File: src/rtl/tpu_result_drain.sv
// tpu_result_drain: converts systolic result rows to packed pixels and writes them to memory; DRAIN_CLAMP_EN enables saturation and sat_count
module tpu_result_drain #(
  parameter int ADDR_W = 16,
  parameter logic [ADDR_W-1:0] BASE_ADDR = '0,
  parameter int FIFO_DEPTH = 4
) (
  input  logic              clk,
  input  logic              reset,
  input  logic              start,
  input  logic [ADDR_W-1:0] num_words,
  input  logic              res_valid,
  input  logic [63:0]       res_data,
  output logic              res_ready,
  output logic              wr_en,
  output logic [ADDR_W-1:0] wr_addr,
  output logic [31:0]       wr_data,
  input  logic              wr_ready,
  output logic              busy,
  output logic              done
`ifdef DRAIN_CLAMP_EN
  ,
  output logic [15:0]       sat_count
`endif
);
  localparam int PW = $clog2(FIFO_DEPTH);
  typedef enum logic [1:0] {IDLE, RUN, FLUSH, DONE} state_t;
  state_t state, state_nxt;
  logic [31:0] mem [FIFO_DEPTH];
  logic [PW:0] rp, wp;
  logic [ADDR_W-1:0] n, acc, wcnt, acc_nxt, wcnt_nxt;
  logic [31:0] packed_row;
  logic full, empty, push, pop;
`ifdef DRAIN_CLAMP_EN
  logic [2:0] nsat;
  logic [16:0] sat_sum;
`else
  logic unused_hi;
  assign unused_hi = ^{res_data[63:56], res_data[47:40], res_data[31:24], res_data[15:8]};
`endif
  assign empty = rp == wp;
  assign full = rp == {~wp[PW], wp[PW-1:0]};
  assign res_ready = state == RUN && !full && acc != n;
  assign wr_en = !empty && (state == RUN || state == FLUSH);
  assign push = res_valid && res_ready;
  assign pop = wr_en && wr_ready;
  assign acc_nxt = acc + ADDR_W'(push);
  assign wcnt_nxt = wcnt + ADDR_W'(pop);
  assign wr_data = mem[rp[PW-1:0]];
  always_comb begin
    packed_row = '0;
`ifdef DRAIN_CLAMP_EN
    nsat = '0;
    for (int i = 0; i < 4; i++) begin
      packed_row[8*i +: 8] = res_data[16*i+15] ? 8'h00 : |res_data[16*i+8 +: 7] ? 8'hFF : res_data[16*i +: 8];
      nsat = nsat + 3'(res_data[16*i+15] || |res_data[16*i+8 +: 7]);
    end
`else
    for (int i = 0; i < 4; i++) packed_row[8*i +: 8] = res_data[16*i +: 8];
`endif
  end
  // a zero-word frame spends one cycle in RUN, so done lands two cycles after start
  always_comb begin
    state_nxt = state;
    case (state)
      IDLE:    state_nxt = start ? RUN : IDLE;
      RUN:     state_nxt = acc_nxt != n ? RUN : wcnt_nxt == n ? DONE : FLUSH;
      FLUSH:   state_nxt = wcnt_nxt == n ? DONE : FLUSH;
      default: state_nxt = IDLE;
    endcase
  end
  always_ff @(posedge clk or posedge reset) begin
    if (reset) begin
      state <= IDLE;
      busy <= 1'b0;
      done <= 1'b0;
      n <= '0;
      acc <= '0;
      wcnt <= '0;
      wr_addr <= BASE_ADDR;
      rp <= '0;
      wp <= '0;
      for (int i = 0; i < FIFO_DEPTH; i++) mem[i] <= '0;
    end else begin
      state <= state_nxt;
      busy <= state_nxt != IDLE;
      done <= state_nxt == DONE;
      if (state == IDLE) begin
        if (start) begin
          n <= num_words;
          acc <= '0;
          wcnt <= '0;
          wr_addr <= BASE_ADDR;
        end
      end else begin
        acc <= acc_nxt;
        wcnt <= wcnt_nxt;
        wr_addr <= wr_addr + ADDR_W'(pop);
      end
      if (push) begin
        mem[wp[PW-1:0]] <= packed_row;
        wp <= wp + 1'b1;
      end
      if (pop) rp <= rp + 1'b1;
    end
  end
`ifdef DRAIN_CLAMP_EN
  assign sat_sum = {1'b0, sat_count} + 17'(nsat);
  always_ff @(posedge clk or posedge reset) begin
    if (reset) sat_count <= '0;
    else if (state == IDLE && start) sat_count <= '0;
    else if (push) sat_count <= sat_sum[16] ? 16'hFFFF : sat_sum[15:0];
  end
`endif
endmodule

File: config.mk
export PLATFORM = sky130hd
export DESIGN_NAME = tpu_result_drain
export DESIGN_NICKNAME = d
export VERILOG_FILES = /design/src/rtl/tpu_result_drain.sv
export SDC_FILE = /design/constraint.sdc
export NUM_CORES = 1
export LEC_CHECK = 0
export BUFFER_PORTS_ARGS = -buffer_cell sky130_fd_sc_hd__buf_2
export CAP_MARGIN = 20
export CORE_MARGIN = 4
export CORE_UTILIZATION = 45
export CTS_CLUSTER_SIZE = 25
export DETAILED_ROUTE_END_ITERATION = 8
export GPL_TIMING_DRIVEN = 0
export SYNTH_ARGS = -nofsm -noshare
export SYNTH_HDL_FRONTEND = slang
export SYNTH_SLANG_ARGS = --single-unit
File: constraint.sdc
create_clock -name clk -period 8 [get_ports clk]
set_input_delay 1.6 -clock clk [delete_from_list [all_inputs] [get_ports clk]]
set_output_delay 1.6 -clock clk [all_outputs]
set_load 0.1 [all_outputs]
==> reports/results.tsv, run 1 <==
metric	value	unit
grt_pass1_vias	6861	
drc	0	
setup_viol	0	
syn_avg_cell_area	13.5	um^2
worstRegToRegCells	15	
cts_resized	0	
min_path_cells	1	
instances_no_fill	1259	
reg2reg_to	done$_DFF_PP0_	
htree_levels	1	
synth_seq_area_share	47.3	%
dp_hpwl	15900	um
grt_pass1_wl	38300	um
ys_ff_latch	202	
critPathCaptureType	output port	
synth-edff-count	0	
worst_slack	3.95	ns
syn_inst	791	
placed_cells	1215	
cts_made_buffers	24	
ys_types	56	
grt_max_degree	126	
grt_remaining_overflow	0	
cts_hold_buf	0	
place_ws	3.65	ns
wl_per_cell	18.5	um
worstReg2RegStart	state[0]$_DFF_PP0_	
cts_buffer_depth	3	
finish.net_count	1022	
timing.fmax	0.247	GHz
critical_path_required	6.40	ns
die_area	26300	um^2
status	completed	
drv_slew	0	
fin_hold_ws	0.487	ns
first_pass_iters	4	
cts_tree	built	
cts.sinks	202	
start_util	45.7	%
async_flop_share	100	%
min_path_type	flop to flop	
grt_usage	17.9	%
rsz0062_at_grt	false	
syn_nets	891	
finClkSkew	0.0115	ns
fillerInstances	2057	
cts-root-buf	clkbuf_16	
antenna_found_initial	0	
tightest_slew	0.683	ns
drt-total-wl	23300	um
setup_tns	0	ns
diodes	0	
crit_arrival	2.45	ns
netlist_area	10700	um^2
drv_cap	0	
min-delay-start	wr_addr[15]$_DFFE_PP0P_	
portBuffers	104	
die_y	162	um
vias	6691	
finalCritPeriodShare	50.6	%
die_w	162	um
max_slew_margin	54.5	%
ff2ff_setup_slack	4.24	ns
area_growth	16.7	%
critPathMaxFanout	10	
final_layout_size_suffix_gt1_share	38.6	%
clkTransAtPathRegs	0.06	ns
antenna_left	0	
num_io_pins	137	
critPathKind	flop to output port	
hold_violations	0	
postCtsSetupBuffers	0	
place.gp.congestion	0.831	
yosysWarnings	0	
synth_top_flop_cell	dfrtp_1	
num_rows	56	
cp-start-kind	flop	
coreArea	23400	um^2
period_needed	4.05	ns
hold_end	wr_addr[15]$_DFFE_PP0P_	
drt_iter0_markers	354	
via_per_inst	5.31	
insertion_delay	0.52	ns
-- area by class of cell --
cell class	count	area (um^2)	share of cell area, %
tap	319	399	3.20
inverter	14	60.1	0.482
clock buffer	31	667	5.35
multi-input combinational	526	5200	41.7
buffer	49	380	3.05
sequential	202	5050	40.5
clock inverter	13	161	1.29
timing repair buffer	105	548	4.40
-- metal layers --
layer,GRT usage [%],vias up,wire length [um]
met4,4.38,0,393
met1,27.8,3369,11700
met2,26.4,133,10100
li1,-,3157,-
met5,0,-,0
met3,2.79,32,1110
-- sequential cells by signal, indices dropped and copies added, names as in the netlist --
register and count:
mem 128, acc 16, n 16, wcnt 16, wr_addr 16, rp 3
wp 3, state 2, busy 1, done 1
-- worst max path at each step --
stage | slack, ns | end | from | cells past startpoint
2_1_floorplan | 0.89 | acc[0]$_DFFE_PP0P_ | reset | 1
3_3_place_gp | -1.73 | mem[22]$_DFFE_PP0P_ | reset | 2
3_5_place_dp | 3.65 | done$_DFF_PP0_ | wr_ready | 12
4_1_cts | 3.92 | wr_data[10] | rp[1]$_DFFE_PP0N_ | 4
5_1_grt | 3.79 | done$_DFF_PP0_ | rp[0]$_DFFE_PP0N_ | 14
6_report | 3.95 | wr_data[10] | rp[1]$_DFFE_PP0N_ | 4
-- Yosys cell counts, drive strengths merged, types with 14 or more instances --
| master | count | area [um^2] |
|---|---|---|
| nand3 | 36 | 185 |
| nand2 | 57 | 279 |
| xor2 | 22 | 193 |
| nor2 | 21 | 78.8 |
| buf | 32 | 317 |
| mux4 | 32 | 721 |
| mux2 | 144 | 2070 |
| o22ai | 20 | 125 |
| xnor2 | 38 | 340 |
| ha | 15 | 188 |
| nand4 | 14 | 124 |
| dfrtp | 202 | 5050 |
| inv | 14 | 52.6 |
| clkbuf | 17 | 63.8 |
| o21ai | 36 | 180 |
-- metrics by stage --
step / utilization (%) / cell area (um^2)
2_1_floorplan: - / 10700
3_3_place_gp: 49.6 / 11600
3_5_place_dp: 49.7 / 11600
4_1_cts: 53.3 / 12500
5_1_grt: 53.3 / 12500
6_report: 53.3 / 12500
-- cells in the final DEF (no fill, tap or decap), types with 9 or more instances in the layout --
cell	instances
buf_2	119
nor3_1	12
ha_1	15
buf_8	9
nor2_1	21
mux2_4	119
nand4_1	11
mux2_2	16
xor2_1	22
o22ai_1	20
o31ai_1	9
o21ai_0	36
mux4_2	32
mux2_1	9
dfrtp_1	202
clkbuf_1	20
nand2_1	53
a21oi_1	9
clkbuf_16	24
nand3_1	35
inv_1	13
xnor2_1	37
-- logic make-up after synthesis --
logic type | synth area share (%)
compound gates | 5.52
buf+inv | 4.05
flops | 47.3
mux | 26.5
xor+xnor | 5.21
simple gates | 9.67
fa+ha+maj | 1.76
-- worst max-delay path, cell delays in order, from the launching register on --
cell      delay [ns]
dfrtp_1         0.34
buf_2           0.24
clkbuf_1        0.56
mux4_2          0.36
buf_2           0.43
Power of run 1 is not shown: default switching activity piles up to over one toggle a cycle in this logic, so the estimate is an artifact.
==> inputs of run 2 (changes only) <==
==> constraint.sdc (replaced) <==
create_clock -name clk -period 3.9 [get_ports clk]
set_input_delay 0.78 -clock clk [delete_from_list [all_inputs] [get_ports clk]]
set_output_delay 0.78 -clock clk [all_outputs]
set_load 0.1 [all_outputs]
==> run 2 against run 1 <==
Net effect:
- non-clock buffer count is 3 higher
- clock-buffer cell count down 1
- critical endpoint is now busy$_DFF_PP0_
- largest cell class unchanged
- register-to-register slack worse by 4.0 ns
- routed wire length up 0.33%
- highest routed layer unchanged
- final cell count rose by 0.24%
- flip-flop and latch count is the same
- utilization increased by 0.78 points
- die area unchanged
==> reports/results.tsv, run 2 (synthesis results as in run 1) <==
metric	value	unit	change
seq_area	5050	um^2	unchanged
finish.net_count	1025		was 1022
num_rows	56		unchanged
vias	6696		was 6691
critPathCaptureType	flop		was output port
place_ws	0.112	ns	was 3.65 ns
cts.sinks	202		unchanged
worst_slack	0.242	ns	was 3.95 ns
clkTransAtPathRegs	0.06	ns	about the same
wl_per_cell	18.6	um	was 18.5 um
setup_viol	0		unchanged
grt_usage	18.2	%	was 17.9%
insertion_delay	0.51	ns	was 0.52 ns
die_w	162	um	unchanged
drv_cap	0		unchanged
layout_commonest_cell	dfrtp_1		unchanged
rsz0062_at_grt	true		was false
max_slew_margin	48.4	%	was 54.5%
tightest_slew	0.772	ns	was 0.683 ns
setup_tns	0	ns	unchanged
cp-start-kind	flop		unchanged
regMostFlops	mem		unchanged
multiInputGateArea	5250	um^2	was 5200 um^2
via_per_inst	5.31		about the same
place.gp.congestion	0.834		was 0.831
grt_remaining_overflow	0		unchanged
status	completed		unchanged
min_path_type	input port to asynchronous set/reset pin		was flop to flop
critPathMaxFanout	9		was 10
drt-total-wl	23400	um	was 23300 um
critPathKind	flop to flop		was flop to output port
drv_slew	0		unchanged
cts_buffer_depth	3		unchanged
dp_hpwl	16400	um	was 15900 um
crit_arrival	4.03	ns	was 2.45 ns
drc	0		unchanged
cts_made_buffers	24		unchanged
grt_pass1_wl	38800	um	was 38300 um
postCtsSetupBuffers	0		unchanged
grt_pass1_vias	6830		was 6861
hold_violations	0		unchanged
cts-root-buf	clkbuf_16		unchanged
fillerInstances	2032		was 2057
grt_max_degree	41		was 126
largest_reg_flops	128		unchanged
cpMaxStageDelayCell	dfrtp_1		was clkbuf_1
timing.fmax	0.273	GHz	
finalCritPeriodShare	93.8	%	
antenna_found_initial	0		unchanged
ff2ff_setup_slack	0.24	ns	was 4.24 ns
final_layout_size_suffix_gt1_share	40.0	%	was 38.6%
die_y	162	um	unchanged
area_growth	18.4	%	was 16.7%
finClkSkew	0.0102	ns	was 0.0115 ns
path_cells	buf_2 -> xnor2_1 -> nand4_1 -> nor4_2 -> a31oi_4 -> and2_4 -> buf_12 -> ha_1 -> and4_1 -> buf_2 -> nand3_1 -> xnor2_1 -> nand4_1 -> o41ai_2 -> a21o_1 -> nand3_1		was buf_2 -> clkbuf_1 -> mux4_2 -> buf_2
cts_tree	built		unchanged
start_util	45.7	%	unchanged
crit_path_max_incr_delay	0.35	ns	was 0.56 ns
die_area	26300	um^2	unchanged
antenna_left	0		unchanged
num_io_pins	137		unchanged
portBuffers	104		unchanged
drt_iter0_markers	366		was 354
worstRegToRegCells	16		was 15
first_pass_iters	4		unchanged
critical_path_required	4.27	ns	was 6.40 ns
coreArea	23400	um^2	unchanged
diodes	0		unchanged
final_cell_mix	dfrtp_1, buf_2, mux2_4		unchanged
period_needed	3.66	ns	
htree_levels	1		unchanged
[run 2: changes by cell type in the layout (fill, tap and decap cells not counted), moves of 2 or more]
cell,change
clkinvlp_4,+4
clkbuf_1,-3
ha_2,+2
bufinv_16,+2
buf_12,+5
clkinv_2,-3
nor4_1,-2
ha_1,-2
[run 2: path summary, 6_finish.rpt]
check	start	to
min in group clk	wr_addr[15]$_DFFE_PP0P_	wr_addr[15]$_DFFE_PP0P_
worst max-delay path	acc[5]$_DFFE_PP0P_	busy$_DFF_PP0_
worst min-delay path	reset	wr_addr[10]$_DFFE_PP0P_
worst min register to register	wr_addr[15]$_DFFE_PP0P_	wr_addr[15]$_DFFE_PP0P_
max in group asynchronous	reset	mem[14]$_DFFE_PP0P_
worst max register to register	acc[5]$_DFFE_PP0P_	busy$_DFF_PP0_
[run 2: cell type report]
type | instances | share of cell area [%]
Multi-Input combinational cell | 526 | 41.5
Clock buffer | 30 | 5.41
Buffer | 48 | 2.98
Inverter | 14 | 0.445
Tap cell | 319 | 3.16
Timing Repair Buffer | 109 | 4.91
Sequential cell | 202 | 40.0
Clock inverter | 14 | 1.68
[run 2: metrics by stage]
step	util, %	instances	hold WS (ns)	area, um^2
after floorplan	-	791	0.456	10700
after global placement	49.7	1214	0.469	11600
after detailed placement	50.1	1219	0.479	11700
after CTS	53.9	1263	0.423	12600
after global routing	54.1	1262	0.455	12600
final	54.1	1262	0.402	12600
[run 2: metal layers]
layer	vias to the layer above	global-route usage [%]	part of all wire, %	routed length [um]
met2	134	27.4	45	10500
met3	25	3.43	4.7	1100
li1	3158	-	-	-
met1	3379	27.9	49	11500
met5	-	0	0	0
met4	0	3.04	1.4	323
[run 2: repair_timing]
item,in CTS,in global routing
endpoints found under the setup margin,0,3
hold buffers,0,0
resized for setup,0,8
[run 2: critical path, delay by kind of cell, from the launching register on]
family,cells,cell delay (ns)
AOI/OAI and AO/OA,3,0.69
xor gates and xnor gates,2,0.43
adders and majority gates,1,0.26
buffers and inverters,3,0.49
DFF,1,0.35
and+or+nand+nor,7,1.31
Power of run 2 is left out for the same reason.
==> inputs of run 3 (changes only) <==
--- a/config.mk
+++ b/config.mk
@@ -7,11 +7,14 @@
 export LEC_CHECK = 0
 export BUFFER_PORTS_ARGS = -buffer_cell sky130_fd_sc_hd__buf_2
 export CAP_MARGIN = 20
+export CELL_PAD_IN_SITES_DETAIL_PLACEMENT = 0
+export CELL_PAD_IN_SITES_GLOBAL_PLACEMENT = 2
 export CORE_MARGIN = 4
-export CORE_UTILIZATION = 45
+export CORE_UTILIZATION = 41
 export CTS_CLUSTER_SIZE = 25
 export DETAILED_ROUTE_END_ITERATION = 8
 export GPL_TIMING_DRIVEN = 0
+export PLACE_DENSITY_LB_ADDON = 0.1
 export SYNTH_ARGS = -nofsm -noshare
 export SYNTH_HDL_FRONTEND = slang
 export SYNTH_SLANG_ARGS = --single-unit
==> run 3 against run 2 <==
Net effect:
- clock-buffer cell count grew 4
- setup slack got worse by 0.023 ns
- design area is 0.25% lower
- maximum frequency decreased by 0.63%
- routed wire length up 10%
- critical path type unchanged
- global-route usage shrank 0.10 points
- via count is 2.2% higher
- critical endpoint unchanged
- clock skew rose by 0.0069 ns
- flip-flop and latch count did not move
- die area grew 9.3%
- first-iteration DRC count is 18% higher
==> reports/results.tsv, run 3 (synthesis results as in run 1) <==
metric	value	unit	change
clkTransAtPathRegs	0.06	ns	about the same
stdcell_area	12600	um^2	about the same
grt_usage	18.1	%	was 18.2%
hold_violations	0		unchanged
drc	0		unchanged
antenna_found_initial	1		was 0
reg2reg_to	busy$_DFF_PP0_		unchanged
worstReg2RegStart	n[7]$_DFFE_PP0P_		was acc[5]$_DFFE_PP0P_
area_growth	18.1	%	was 18.4%
finalCritPeriodShare	94.4	%	was 93.8%
layout_commonest_cell	dfrtp_1		unchanged
start_util	42.1	%	was 45.7%
largest_reg_flops	128		unchanged
cts.sinks	202		unchanged
first_pass_iters	4		unchanged
vias	6841		was 6696
finClkSkew	0.0172	ns	was 0.0102 ns
rsz0062_at_grt	false		was true
post_dp_cell_area	11700	um^2	about the same
num_io_pins	137		unchanged
coreArea	25400	um^2	was 23400 um^2
final_layout_size_suffix_gt1_share	40.1	%	was 40.0%
insertion_delay	0.51	ns	about the same
grt_pass1_wl	42000	um	was 38800 um
cp-start-kind	flop		unchanged
tightest_slew	0.741	ns	was 0.772 ns
cts_made_buffers	24		unchanged
drt_iter0_markers	433		was 366
htree_levels	1		unchanged
ff2ff_setup_slack	0.22	ns	was 0.24 ns
via_per_inst	5.37		was 5.31
place.gp.congestion	0.831		was 0.834
drv_cap	0		unchanged
critical_path_required	4.26	ns	was 4.27 ns
cts-root-buf	clkbuf_16		unchanged
setup_viol	0		unchanged
die_area	28700	um^2	was 26300 um^2
critPathCaptureType	flop		unchanged
cts_tree	built		unchanged
crit_arrival	4.04	ns	was 4.03 ns
instances_no_fill	1273		was 1262
status	completed		unchanged
placed_cells	1230		was 1219
critPathMaxFanout	9		unchanged
fillerInstances	2239		was 2032
max_slew_margin	50.6	%	was 48.4%
cts_hold_buf	0		unchanged
grt_remaining_overflow	0		unchanged
wl_per_cell	20.3	um	was 18.6 um
antenna_left	0		unchanged
num_rows	58		was 56
grt_max_degree	42		was 41
dp_hpwl	18300	um	was 16400 um
die_y	169	um	was 162 um
critPathKind	flop to flop		unchanged
cts_buffer_depth	3		unchanged
worstRegToRegCells	14		was 16
portBuffers	104		unchanged
min_path_type	input port to asynchronous set/reset pin		unchanged
utilization	49.7	%	was 54.1%
finish.net_count	1027		was 1025
timing.fmax	0.272	GHz	was 0.273 GHz
drt-total-wl	25900	um	was 23400 um
grt_pass1_vias	7352		was 6830
fin_hold_ws	0.219	ns	was 0.402 ns
regMostFlops	mem		unchanged
final_cell_mix	dfrtp_1, buf_2, mux2_4		unchanged
die_w	169	um	was 162 um
period_needed	3.68	ns	was 3.66 ns
drv_slew	0		unchanged
==> run 3: cell count changes in the layout (fill, tap and decap cells not counted), moves of 2 or more <==
cell	change
nor4_1	-2
clkbuf_1	+5
xnor2_2	+4
bufinv_16	-4
clkinvlp_4	-3
xnor2_1	-5
==> run 3: layout make-up <==
class | count | area, um^2 | share of cell area, %
antenna | 1 | 2.50 | 0.0198
timing repair buffer | 110 | 628 | 4.98
clock buffer | 34 | 699 | 5.54
sequential | 202 | 5050 | 40.1
tap | 330 | 413 | 3.27
multi-input combinational | 526 | 5320 | 42.1
inverter | 14 | 56.3 | 0.446
buffer | 49 | 380 | 3.01
clock inverter | 7 | 66.3 | 0.526
==> run 3: per-layer routing <==
metal  share of wire [%]  track usage, %  vias up
met5                   0               0        -
li1                    -               -     3156
met2                  46            28.4      128
met3                 4.2            3.14       38
met1                  48            26.5     3519
met4                 2.0            3.85        0
==> run 3: stage by stage <==
step,worst slack (ns),setup TNS [ns]
2_1_floorplan,0.0316,0
3_3_place_gp,-0.623,-122.62
3_5_place_dp,0.0884,0
4_1_cts,0.0422,0
5_1_grt,0.0126,0
6_report,0.219,0
==> run 3: worst max-delay path by stage <==
stage,end,startpoint,slack [ns]
5_1_grt,done$_DFF_PP0_,rp[0]$_DFFE_PP0N_,0.01
3_3_place_gp,mem[57]$_DFFE_PP0P_,reset,-0.62
6_report,busy$_DFF_PP0_,n[7]$_DFFE_PP0P_,0.22
2_1_floorplan,done$_DFF_PP0_,state[0]$_DFF_PP0_,0.03
4_1_cts,done$_DFF_PP0_,rp[0]$_DFFE_PP0N_,0.04
3_5_place_dp,done$_DFF_PP0_,rp[0]$_DFFE_PP0N_,0.09
==> run 3: repair_timing <==
item,in CTS,in global routing
gates resized for setup,0,17
hold endpoints to repair,0,0
setup buffers,0,1
setup endpoints to repair,0,4
==> run 3: critical path, stage by stage (launching register included) <==
cell	delay [ns]
dfrtp_1	0.43
xor2_1	0.47
nor4b_4	0.10
a31oi_4	0.24
and2_4	0.19
buf_12	0.16
ha_1	0.29
and4_1	0.22
buf_2	0.18
nand3_1	0.15
xnor2_1	0.21
nand4_1	0.24
o41ai_2	0.35
a21o_1	0.20
nand3_1	0.10
Power of run 3 is left out for the same reason.
